## src/rtl/home_inventory_adc_stream_pkg.sv

```systemverilog
// rtl/home_inventory_adc_stream_pkg.sv - shared constants, FSM states and header packing for the ADC stream buffer
// Contents: header sync byte and field offsets, clr_i bit positions, FSM state encoding, make_header().
package home_inventory_adc_stream_pkg;

    localparam logic [7:0] HDR_SYNC     = 8'hA5;
    localparam int         HDR_SYNC_LSB = 24;
    localparam int         HDR_SEQ_LSB  = 16;
    localparam int         HDR_DROP_LSB = 8;
    localparam int         HDR_NCH_LSB  = 0;

    localparam int CLR_OVERRUN_BIT   = 0;
    localparam int CLR_FRAME_ERR_BIT = 1;

    typedef enum logic [2:0] {
        ST_IDLE = 3'd0,
        ST_HDR  = 3'd1,
        ST_TS   = 3'd2,
        ST_DATA = 3'd3,
        ST_DROP = 3'd4
    } adc_state_t;

    function automatic logic [31:0] make_header(input logic [7:0] seq,
                                                input logic [7:0] drops,
                                                input logic [3:0] n_ch);
        logic [31:0] h;
        h = '0;
        h[HDR_SYNC_LSB +: 8] = HDR_SYNC;
        h[HDR_SEQ_LSB  +: 8] = seq;
        h[HDR_DROP_LSB +: 8] = drops;
        h[HDR_NCH_LSB  +: 4] = n_ch;
        return h;
    endfunction

endpackage

```

## src/rtl/home_inventory_sync_ram.sv

```systemverilog
// rtl/home_inventory_sync_ram.sv - DEPTH x 32 storage, one synchronous write port, combinational read
// Ports: clk_i; we_i/waddr_i/wdata_i write port; raddr_i -> rdata_o asynchronous read.
module home_inventory_sync_ram #(
    parameter  int DEPTH = 64,
    localparam int AW    = $clog2(DEPTH)
) (
    input  logic          clk_i,
    input  logic          we_i,
    input  logic [AW-1:0] waddr_i,
    input  logic [31:0]   wdata_i,
    input  logic [AW-1:0] raddr_i,
    output logic [31:0]   rdata_o
);

    logic [31:0] mem_q [DEPTH];

    always_ff @(posedge clk_i) begin
        if (we_i) begin
            mem_q[waddr_i] <= wdata_i;
        end
    end

    assign rdata_o = mem_q[raddr_i];

endmodule

```

## src/rtl/home_inventory_adc_stream.sv

```systemverilog
// rtl/home_inventory_adc_stream.sv - frame-atomic ADC sample FIFO with commit/rollback, flags, drop counter and watermark IRQ
// Option macro: HOME_INVENTORY_ADC_TS_EN adds ts_i and a timestamp word after each header.
// Ports: wb_clk_i/wb_rst_i clock and async active-high reset; cap_* sample stream in;
//        pop_i/rd_data_o/level_o read side; wm_i/irq_wm_o watermark; overrun_o/frame_err_o
//        sticky flags cleared by clr_i; flush_i empties the FIFO; drop_cnt_o dropped frames.
module home_inventory_adc_stream
    import home_inventory_adc_stream_pkg::*;
#(
    parameter  int N_CH     = 8,
    parameter  int SAMPLE_W = 24,
    parameter  int DEPTH    = 64,
    localparam int AW       = $clog2(DEPTH)
) (
    input  logic                wb_clk_i,
    input  logic                wb_rst_i,
    input  logic                cap_valid_i,
    output logic                cap_ready_o,
    input  logic [SAMPLE_W-1:0] cap_data_i,
    input  logic                cap_last_i,
`ifdef HOME_INVENTORY_ADC_TS_EN
    input  logic [31:0]         ts_i,
`endif
    input  logic                pop_i,
    output logic [31:0]         rd_data_o,
    output logic [AW:0]         level_o,
    input  logic [AW:0]         wm_i,
    output logic                irq_wm_o,
    output logic                overrun_o,
    output logic                frame_err_o,
    input  logic [1:0]          clr_i,
    input  logic                flush_i,
    output logic [15:0]         drop_cnt_o
);

`ifdef HOME_INVENTORY_ADC_TS_EN
    localparam int FRAME_WORDS = N_CH + 2;
`else
    localparam int FRAME_WORDS = N_CH + 1;
`endif

    localparam logic [AW:0] DEPTH_W = (AW+1)'(DEPTH);
    localparam logic [AW:0] FW_W    = (AW+1)'(FRAME_WORDS);
    localparam logic [AW:0] PTR_ONE = (AW+1)'(1);
    localparam logic [3:0]  LAST_K  = 4'(N_CH - 1);
    localparam logic [3:0]  NCH_W   = 4'(N_CH);

    adc_state_t  state_q, state_d;
    logic [3:0]  k_q, k_d;
    logic [AW:0] rd_q, rd_d, commit_q, commit_d, spec_q, spec_d;
    logic [7:0]  seq_q, seq_d, fdrop_q, fdrop_d;
    logic [15:0] drop_cnt_q, drop_cnt_d;
    logic        ready_q, ovr_q, ovr_d, err_q, err_d, irq_q, irq_d;

    logic        ovr_set, err_set, drop_inc;
    logic        we;
    logic [31:0] wdata;
    logic [31:0] ram_rdata;
    logic [AW:0] level_w, free_w;
    logic        accept, pop_ok;

    logic signed [SAMPLE_W-1:0] smp_s;
    logic        [31:0]         sample_ext;

    assign smp_s      = cap_data_i;
    assign sample_ext = 32'(smp_s);

    assign level_w = commit_q - rd_q;
    assign free_w  = DEPTH_W - level_w;
    assign accept  = cap_valid_i & ready_q;
    assign pop_ok  = pop_i & (level_w != '0);

    home_inventory_sync_ram #(.DEPTH(DEPTH)) u_ram (
        .clk_i   (wb_clk_i),
        .we_i    (we),
        .waddr_i (spec_q[AW-1:0]),
        .wdata_i (wdata),
        .raddr_i (rd_q[AW-1:0]),
        .rdata_o (ram_rdata)
    );

    always_comb begin
        state_d    = state_q;
        k_d        = k_q;
        rd_d       = rd_q;
        commit_d   = commit_q;
        spec_d     = spec_q;
        seq_d      = seq_q;
        fdrop_d    = fdrop_q;
        drop_cnt_d = drop_cnt_q;
        ovr_set    = 1'b0;
        err_set    = 1'b0;
        drop_inc   = 1'b0;
        we         = 1'b0;
        wdata      = '0;

        if (pop_ok) begin
            rd_d = rd_q + PTR_ONE;
        end

        unique case (state_q)
            ST_IDLE: begin
                // spec_q equals commit_q here, so committed level is the true occupancy
                if (cap_valid_i) begin
                    if (free_w >= FW_W) begin
                        state_d = ST_HDR;
                    end else begin
                        ovr_set  = 1'b1;
                        drop_inc = 1'b1;
                        state_d  = ST_DROP;
                    end
                end
            end
            ST_HDR: begin
                we     = 1'b1;
                wdata  = make_header(seq_q, fdrop_q, NCH_W);
                spec_d = spec_q + PTR_ONE;
                k_d    = '0;
`ifdef HOME_INVENTORY_ADC_TS_EN
                state_d = ST_TS;
`else
                state_d = ST_DATA;
`endif
            end
`ifdef HOME_INVENTORY_ADC_TS_EN
            ST_TS: begin
                we      = 1'b1;
                wdata   = ts_i;
                spec_d  = spec_q + PTR_ONE;
                state_d = ST_DATA;
            end
`endif
            ST_DATA: begin
                if (accept) begin
                    if (k_q == LAST_K) begin
                        if (cap_last_i) begin
                            we       = 1'b1;
                            wdata    = sample_ext;
                            spec_d   = spec_q + PTR_ONE;
                            commit_d = spec_q + PTR_ONE;
                            seq_d    = seq_q + 8'd1;
                            fdrop_d  = '0;
                            state_d  = ST_IDLE;
                        end else begin
                            // too long: discard the rest of it up to its last marker
                            spec_d   = commit_q;
                            err_set  = 1'b1;
                            drop_inc = 1'b1;
                            state_d  = ST_DROP;
                        end
                    end else if (cap_last_i) begin
                        spec_d   = commit_q;
                        err_set  = 1'b1;
                        drop_inc = 1'b1;
                        state_d  = ST_IDLE;
                    end else begin
                        we     = 1'b1;
                        wdata  = sample_ext;
                        spec_d = spec_q + PTR_ONE;
                        k_d    = k_q + 4'd1;
                    end
                end
            end
            ST_DROP: begin
                if (accept && cap_last_i) begin
                    state_d = ST_IDLE;
                end
            end
            default: state_d = ST_IDLE;
        endcase

        if (drop_inc) begin
            if (drop_cnt_q != 16'hFFFF) drop_cnt_d = drop_cnt_q + 16'd1;
            if (fdrop_d != 8'hFF)       fdrop_d    = fdrop_d + 8'd1;
        end

        // flush discards everything, including a commit or drop decided this cycle
        if (flush_i) begin
            rd_d       = '0;
            commit_d   = '0;
            spec_d     = '0;
            seq_d      = seq_q;
            fdrop_d    = fdrop_q;
            drop_cnt_d = drop_cnt_q;
            ovr_set    = 1'b0;
            err_set    = 1'b0;
            we         = 1'b0;
            if (state_q == ST_IDLE) begin
                state_d = ST_IDLE;
            end else if (state_q != ST_DROP) begin
                // a last marker consumed now already ends the aborted frame
                state_d = (accept && cap_last_i) ? ST_IDLE : ST_DROP;
            end
        end

        ovr_d = (ovr_q & ~clr_i[CLR_OVERRUN_BIT])   | ovr_set;
        err_d = (err_q & ~clr_i[CLR_FRAME_ERR_BIT]) | err_set;
        irq_d = (wm_i != '0) && (level_w >= wm_i);
    end

    always_ff @(posedge wb_clk_i or posedge wb_rst_i) begin
        if (wb_rst_i) begin
            state_q    <= ST_IDLE;
            k_q        <= '0;
            rd_q       <= '0;
            commit_q   <= '0;
            spec_q     <= '0;
            seq_q      <= '0;
            fdrop_q    <= '0;
            drop_cnt_q <= '0;
            ready_q    <= 1'b0;
            ovr_q      <= 1'b0;
            err_q      <= 1'b0;
            irq_q      <= 1'b0;
        end else begin
            state_q    <= state_d;
            k_q        <= k_d;
            rd_q       <= rd_d;
            commit_q   <= commit_d;
            spec_q     <= spec_d;
            seq_q      <= seq_d;
            fdrop_q    <= fdrop_d;
            drop_cnt_q <= drop_cnt_d;
            ready_q    <= (state_d == ST_DATA) || (state_d == ST_DROP);
            ovr_q      <= ovr_d;
            err_q      <= err_d;
            irq_q      <= irq_d;
        end
    end

    assign cap_ready_o = ready_q;
    assign rd_data_o   = (level_w != '0) ? ram_rdata : 32'h0;
    assign level_o     = level_w;
    assign irq_wm_o    = irq_q;
    assign overrun_o   = ovr_q;
    assign frame_err_o = err_q;
    assign drop_cnt_o  = drop_cnt_q;

endmodule

```

## config.mk

```make
export PLATFORM = sky130hd
export DESIGN_NAME = home_inventory_adc_stream
export DESIGN_NICKNAME = d
export VERILOG_FILES = /design/src/rtl/home_inventory_adc_stream_pkg.sv /design/src/rtl/home_inventory_sync_ram.sv /design/src/rtl/home_inventory_adc_stream.sv
export SDC_FILE = /design/constraint.sdc
export NUM_CORES = 2
export LEC_CHECK = 0
export ABC_AREA = 1
export CORE_UTILIZATION = 43
export CTS_CLUSTER_DIAMETER = 50
export DETAILED_ROUTE_END_ITERATION = 8
export PLACE_DENSITY = 0.58
export SYNTH_ARGS = -nofsm -noshare
export SYNTH_HDL_FRONTEND = slang
export SYNTH_SLANG_ARGS = --single-unit
export TNS_END_PERCENT = 1
```

## constraint.sdc

```tcl
create_clock -name wb_clk_i -period 4.25 [get_ports wb_clk_i]
set_input_delay 1.275 -clock wb_clk_i [delete_from_list [all_inputs] [get_ports wb_clk_i]]
set_output_delay 1.275 -clock wb_clk_i [all_outputs]
set_load 0.05 [all_outputs]
```

* Word level (Yosys, flattened, before mapping)
Memory sizes are Yosys's and may differ from the RTL's.
Index checks and enable logic that the tools add are counted.
** Word-level totals
- Memories kept :: 1
- Logic and storage cells :: 119
- Output and inout bits :: 59
- Register bits after elaboration :: 64
- Bits of input ports :: 39
- Memory bits (writable) :: 2048
** Cells by class
- Reductions and logical operators :: 17
- Order comparisons :: 2
- Multiplexer cells :: 57
- Equality and inequality tests :: 13
- Add/subtract/negate cells :: 8
- Bitwise gates (word level) :: 9
** Memories
- u_ram.mem_q :: depth 64, bits a word 32, rd ports 1, clocked after Yosys merged registers in 0, wr ports 1, line home_inventory_sync_ram.sv:15 : logic [31:0] mem_q [DEPTH];
** Operators by type and width (number)
- 2-to-1 mux 32 bit :: 5
- 2-to-1 mux 7 bit :: 11
- one-hot mux 32 bit (2 select lines) :: 1
- 2-to-1 mux 8 bit :: 6
- 2-to-1 mux 3 bit :: 11
- adder 16 x 1 -> 16 bit (second input constant) :: 1
- adder 8 x 1 -> 8 bit (second input constant) :: 2
- inequality test 16 bit (second input constant) :: 1
- 2-to-1 mux 1 bit :: 15
- adder 7 x 1 -> 7 bit (second input constant) :: 2
- one-hot mux 7 bit (2 select lines) :: 1
- nonzero test 7 bit :: 2
- 2-to-1 mux 4 bit :: 3
- one-hot mux 3 bit (4 select lines) :: 1
- nonzero test 2 bit :: 5
- inequality test 8 bit (second input constant) :: 1
- one-hot mux 4 bit (2 select lines) :: 1
- greater-or-equal comparator 7 x 4 -> 1 bit (second input constant) :: 1
- greater-or-equal comparator 7 bit :: 1
- subtractor 7 bit :: 1
- subtractor 7 bit (first input constant) :: 1
- == test 3 x 2 -> 1 bit (second input constant) :: 2
- == test 3 bit (second input constant) :: 2
- inequality test 2 bit (second input constant) :: 3
- other kinds (16) :: 26

* Logic depth before layout (Yosys ltp)
- Depth after elaboration :: 11
- Depth in mapped cells :: 25
- Gate-level depth less buffers :: 20

* Modules after synthesis
From an unflattened synthesis, not the netlist that was laid out.
** Second synthesis, totals
- Cell total of the unflattened synthesis :: 7467
- Area total of the unflattened synthesis :: 87011.0 um^2
** By module, submodules not included
- home_inventory_sync_ram :: area each 82097.5 um^2, cells each 6737, instances 1, sequential area each 61499.0 um^2
- home_inventory_adc_stream :: area each 4913.5 um^2, cells each 730, instances 1, sequential area each 1601.5 um^2

* Worst setup path before layout
Ideal clock, no wire load.
- Path type :: register to output
- From :: reg rd_q[1]
- To :: out rd_data_o[27]
- Stages on the path, launching flop included :: 19
- Slack :: -1269 ps
- Data required time :: 2975 ps
- Arrival time :: 4244 ps
- Path buffers :: 7
- Cells stage by stage :: dfrtp_1 buf_2 inv_1 buf_2 buf_2 buf_2 buf_2 fa_1 inv_1 ha_1 inv_1 nor2_2 nand3_2 nor2_4 nand3_4 clkbuf_1 nand3_1 nor2_1 buf_4
** On the way
- Cells in the longest elaborated chain, start to end :: 3
- Elaborated cells between the ends (all ways) :: 4
- Those cells by class :: add/sub: 1; mux: 1; reduce/logical: 1; memory: 1
** RTL lines
- start, declared :: line home_inventory_adc_stream.sv:49 : logic [AW:0] rd_q, rd_d, commit_q, commit_d, spec_q, spec_d;
- start signal, assigned :: line home_inventory_adc_stream.sv:217 : rd_q <= rd_d;
- subtractor 7 bit :: line home_inventory_adc_stream.sv:67 : assign level_w = commit_q - rd_q;
- named net level_o[1] :: line home_inventory_adc_stream.sv:25 : output logic [AW:0] level_o,
- nonzero test 7 bit :: line home_inventory_adc_stream.sv:231 : assign rd_data_o = (level_w != '0) ? ram_rdata : 32'h0;
- 2-to-1 mux 32 bit :: line home_inventory_adc_stream.sv:231
- end, declared :: line home_inventory_adc_stream.sv:24 : output logic [31:0] rd_data_o,
The timed path passes the listed nets, and every way through them passes these cells.

* Worst setup path after layout
- From :: reg rd_q[0]
- To :: out rd_data_o[2]
** On the way
- Cells in the longest elaborated chain, start to end :: 3
- Elaborated cells between the ends (all ways) :: 4
- Those cells by class :: add/sub: 1; mux: 1; reduce/logical: 1; memory: 1
** RTL lines (line)
- subtractor 7 bit :: home_inventory_adc_stream.sv:67
- nonzero test 7 bit :: home_inventory_adc_stream.sv:231
- 2-to-1 mux 32 bit (*) :: home_inventory_adc_stream.sv:231
Every way passes the cells marked *; elsewhere a longest branch is shown, timed or not.

==> impl_metrics.yaml <==
grt:
  grt_overflow: 0
  grt_pass1_vias: 45710
  grt_pass1_wl_um: 312200
  grt_max_degree: 79
  antenna_found_initial: 6
  grt_use_total_pct: 26.01
critical_path:
  max_stage_delay_ns: 0.48
  path_buf_inv: 7
  cp-startpoint: "rd_q[0]"
  cp_cell_sequence: "buf_12 -> clkinv_16 -> buf_16 -> buf_12 -> nand2_1 -> nand3_1 -> nand3_1 -> nand2_1 -> a21oi_1 -> buf_4 -> o22ai_1 -> nor2_2 -> nor2_2 -> buf_4 -> buf_12"
  endpoint_kind: "output port"
  arrival_ns: 3.58
  cp_top_family: "buffers and inverters"
  crit_slowest_cell: "dfrtp_4"
  r2r-start: "rd_q[1]"
  timing.rr.end: "drop_cnt_o[12]"
  r2r_slack_ns: 0.78
  critPathMaxFanout: 16
  crit_path_start_kind: "flip-flop"
  cp.depth: 15
  cp_common_cell: "buf_12"
  endpoint: "rd_data_o[2]"
  worstPathRequired_ns: 2.97
  ff2ff_path_depth: 22
  crit_type: "flip-flop to output port"
status:
  status: "finished with violations"
  violations: "negative setup slack"
placement:
  port_buffers: 97
  routabilityCongestion: 0.8526
  dp.final_hpwl_um: 117800
timing:
  min_period_ns: 4.851
  rsz0062_at_grt: "true"
  clock_skew_ns: 0.03178
  relSlewSlack_pct: 16.99
  worst_pin_slew_ns: 1.240
  tns_ns: -15.25
  fmax_mhz: 206.1
  timing.final.ws_setup_ns: -0.6009
  hold_violations: 0
  whs_ns: 0.4665
  drv_slew: 0
  period_share_pct: 114.1
  setup_viol: 32
hold_path:
  hold_path.class: "flip-flop to flip-flop"
synthesis:
  yosys.area_share.simple_pct: 12.11
  ys_async_sr_fraction_pct: 3.704
  syn_area_sq_um: 70370
  netlist_instances: 5547
  synth_xor_area_share_pct: 0.3236
  syn_avg_cell_area_sq_um: 12.69
  synthAdderAreaFrac_pct: 0.4018
  synth_top_family_by_area: "simple AND/OR/NAND/NOR gates"
  seq_area_frac_synth_pct: 73.28
  synth_edf_count: 1664
  synth_compound_area_share_pct: 10.96
  ys_warn_count: 0
  ys.flop_type: "edfxtp_1"
  ys_seq_elements: 1728
  synthMuxAreaShare_pct: 0
  ys_types: 57
  synth_fp_nets: 5608
clock_network:
  clockRootBuffer: "clkbuf_16"
  numCtsBuffers: 189
  cts_tree: "built"
  cts.htree.levels: 4
  ctsHoldBuffers: 0
  clk_path_buf_depth: 3
  clk_pin_slew_ns: 0.06
  worstSkewPairLatency_ns: 0.81
  clkSinkCount: 1728
cells_and_area:
  layout-drive-gt1-share_pct: 16.20
  nets: 5880
  fillers: 13660
  final_cell_mix: "edfxtp_1 (1664), nand2_1 (1359), a21oi_1 (565), nor2_1 (226), clkbuf_16 (208)"
  area_delta_synth_final_pct: 21.38
  layout.cells.most_common: "edfxtp_1"
  finish.utilization_pct: 52.53
flow_run:
  maxCapViolCount: 0
die:
  start_util_pct: 43.28
  io_pins: 98
  die_h_um: 406.5
  die-area_sq_um: 165300
  fp.coreArea_sq_um: 162600
  die_w_um: 406.5
  rows: 148
detailed_routing:
  postRouteAntennaNets: 0
  drt-pass1-iter-count: 5
  drc: 0
  vias: 47570
  avgViaCountPerCell: 5.838
  drt_iter0_drc: 5273
  routed_wl_um: 217000
  wire_per_inst_um: 26.63
power:
  total_power_mw: 40.20
  leakagePower_nw: 30.48
  vdd_drop_max_uv: 455.6
  power_density_nw_per_um2: 470.7
[per-stage QoR]
stage,instance area (sq um),setup slack (ns),cells
global placement,77640,-0.7111,7748
global route,85400,-0.6700,8144
floorplan,70550,-0.1496,5547
detailed placement,77640,-0.7088,7748
finish,85410,-0.6009,8148
CTS,84640,-0.6082,8120
[cell families (layout without fill, tap and decap cells)]
group,Yosys count,in the layout
AOI/OAI and AO/OA,1208,1208
xor gates and xnor gates,26,26
adders and majority gates,22,22
buffers and inverters,485,907
DFF,1728,1728
other,0,4
and+or+nand+nor,2078,2078
[Yosys cell counts (all sizes together) (3+ instances only)]
cell type | count | area, sq um
a32oi | 22 | 192.7
a41oi | 3 | 26.28
a32o | 81 | 810.8
nand2 | 1393 | 5294
xnor2 | 8 | 70.07
a31oi | 11 | 68.82
o22ai | 17 | 106.4
edfxtp | 1664 | 49970
o221ai | 20 | 175.2
ha | 21 | 262.8
nor3 | 30 | 166.4
or2 | 48 | 300.3
o21ai | 106 | 530.5
nand4 | 12 | 81.33
o31ai | 27 | 202.7
a22oi | 172 | 1291
nor4 | 4 | 25.02
xor2 | 18 | 157.7
dfrtp | 64 | 1602
o2111ai | 22 | 192.7
nor2 | 340 | 1314
buf | 191 | 952.2
a221o | 4 | 40.04
clkbuf | 177 | 664.4
a211oi | 4 | 30.03
o211ai | 82 | 615.6
o221a | 3 | 33.78
o311ai | 48 | 420.4
a221oi | 5 | 43.79
a21oi | 573 | 2868
inv | 115 | 434.2
nand3 | 248 | 1316
[sequential cells by signal, summed over array words and instances (netlist names)]
name and flops:
u_ram.mem_q 1664, k_q 4, drop_cnt_o 16, rd_q 7
commit_q 7, overrun_o 1, fdrop_q 8, cap_ready_o 1
seq_q 8, state_q 3, irq_wm_o 1, frame_err_o 1
spec_q 7
[layout make-up]
class	instances	area (sq um)	share of cell area (%)
multi-input combinational	3334	18010	21.09
timing repair inverter	2	27.53	0.03223
clock inverter	101	740.7	0.8672
clock buffer	240	5027	5.886
sequential	1728	51580	60.39
tap	2175	2721	3.186
timing repair buffer	447	6807	7.969
inverter	117	488.0	0.5713
antenna	4	10.01	0.01172
[routing by layer]
layer / global-route usage, % / wire length [um]
met5: 0 / 0
met4: 7.657 / 5504
met3: 4.391 / 18840
met2: 40.32 / 100400
met1: 37.65 / 92250
[where the power goes]
| part | internal [mW] | switching, mW | leakage (nW) |
|---|---|---|---|
| logic | 2.05 | 3.67 | 11.4 |
| clock network | 8.73 | 6.72 | 2.80 |
| registers | 19.0 | 0.0684 | 16.2 |
[timing repair]
action	CTS	global route
pin swaps	30	22
setup buffers	16	10
cloned	15	15
endpoints found under the setup margin	32	32
resized for setup	136	73
[worst min path at each step]
| stage | from | endpoint | slack [ns] | cells past startpoint |
|---|---|---|---|---|
| 3_3_place_gp | seq_q[7] | seq_q[7] | 0.46 | 1 |
| 2_1_floorplan | seq_q[6] | seq_q[6] | 0.44 | 1 |
| 6_report | seq_q[7] | seq_q[7] | 0.47 | 1 |
| 3_5_place_dp | seq_q[7] | seq_q[7] | 0.46 | 1 |
| 4_1_cts | seq_q[7] | seq_q[7] | 0.47 | 1 |
| 5_1_grt | seq_q[7] | seq_q[7] | 0.49 | 1 |
(Power assumes the default switching activity.)
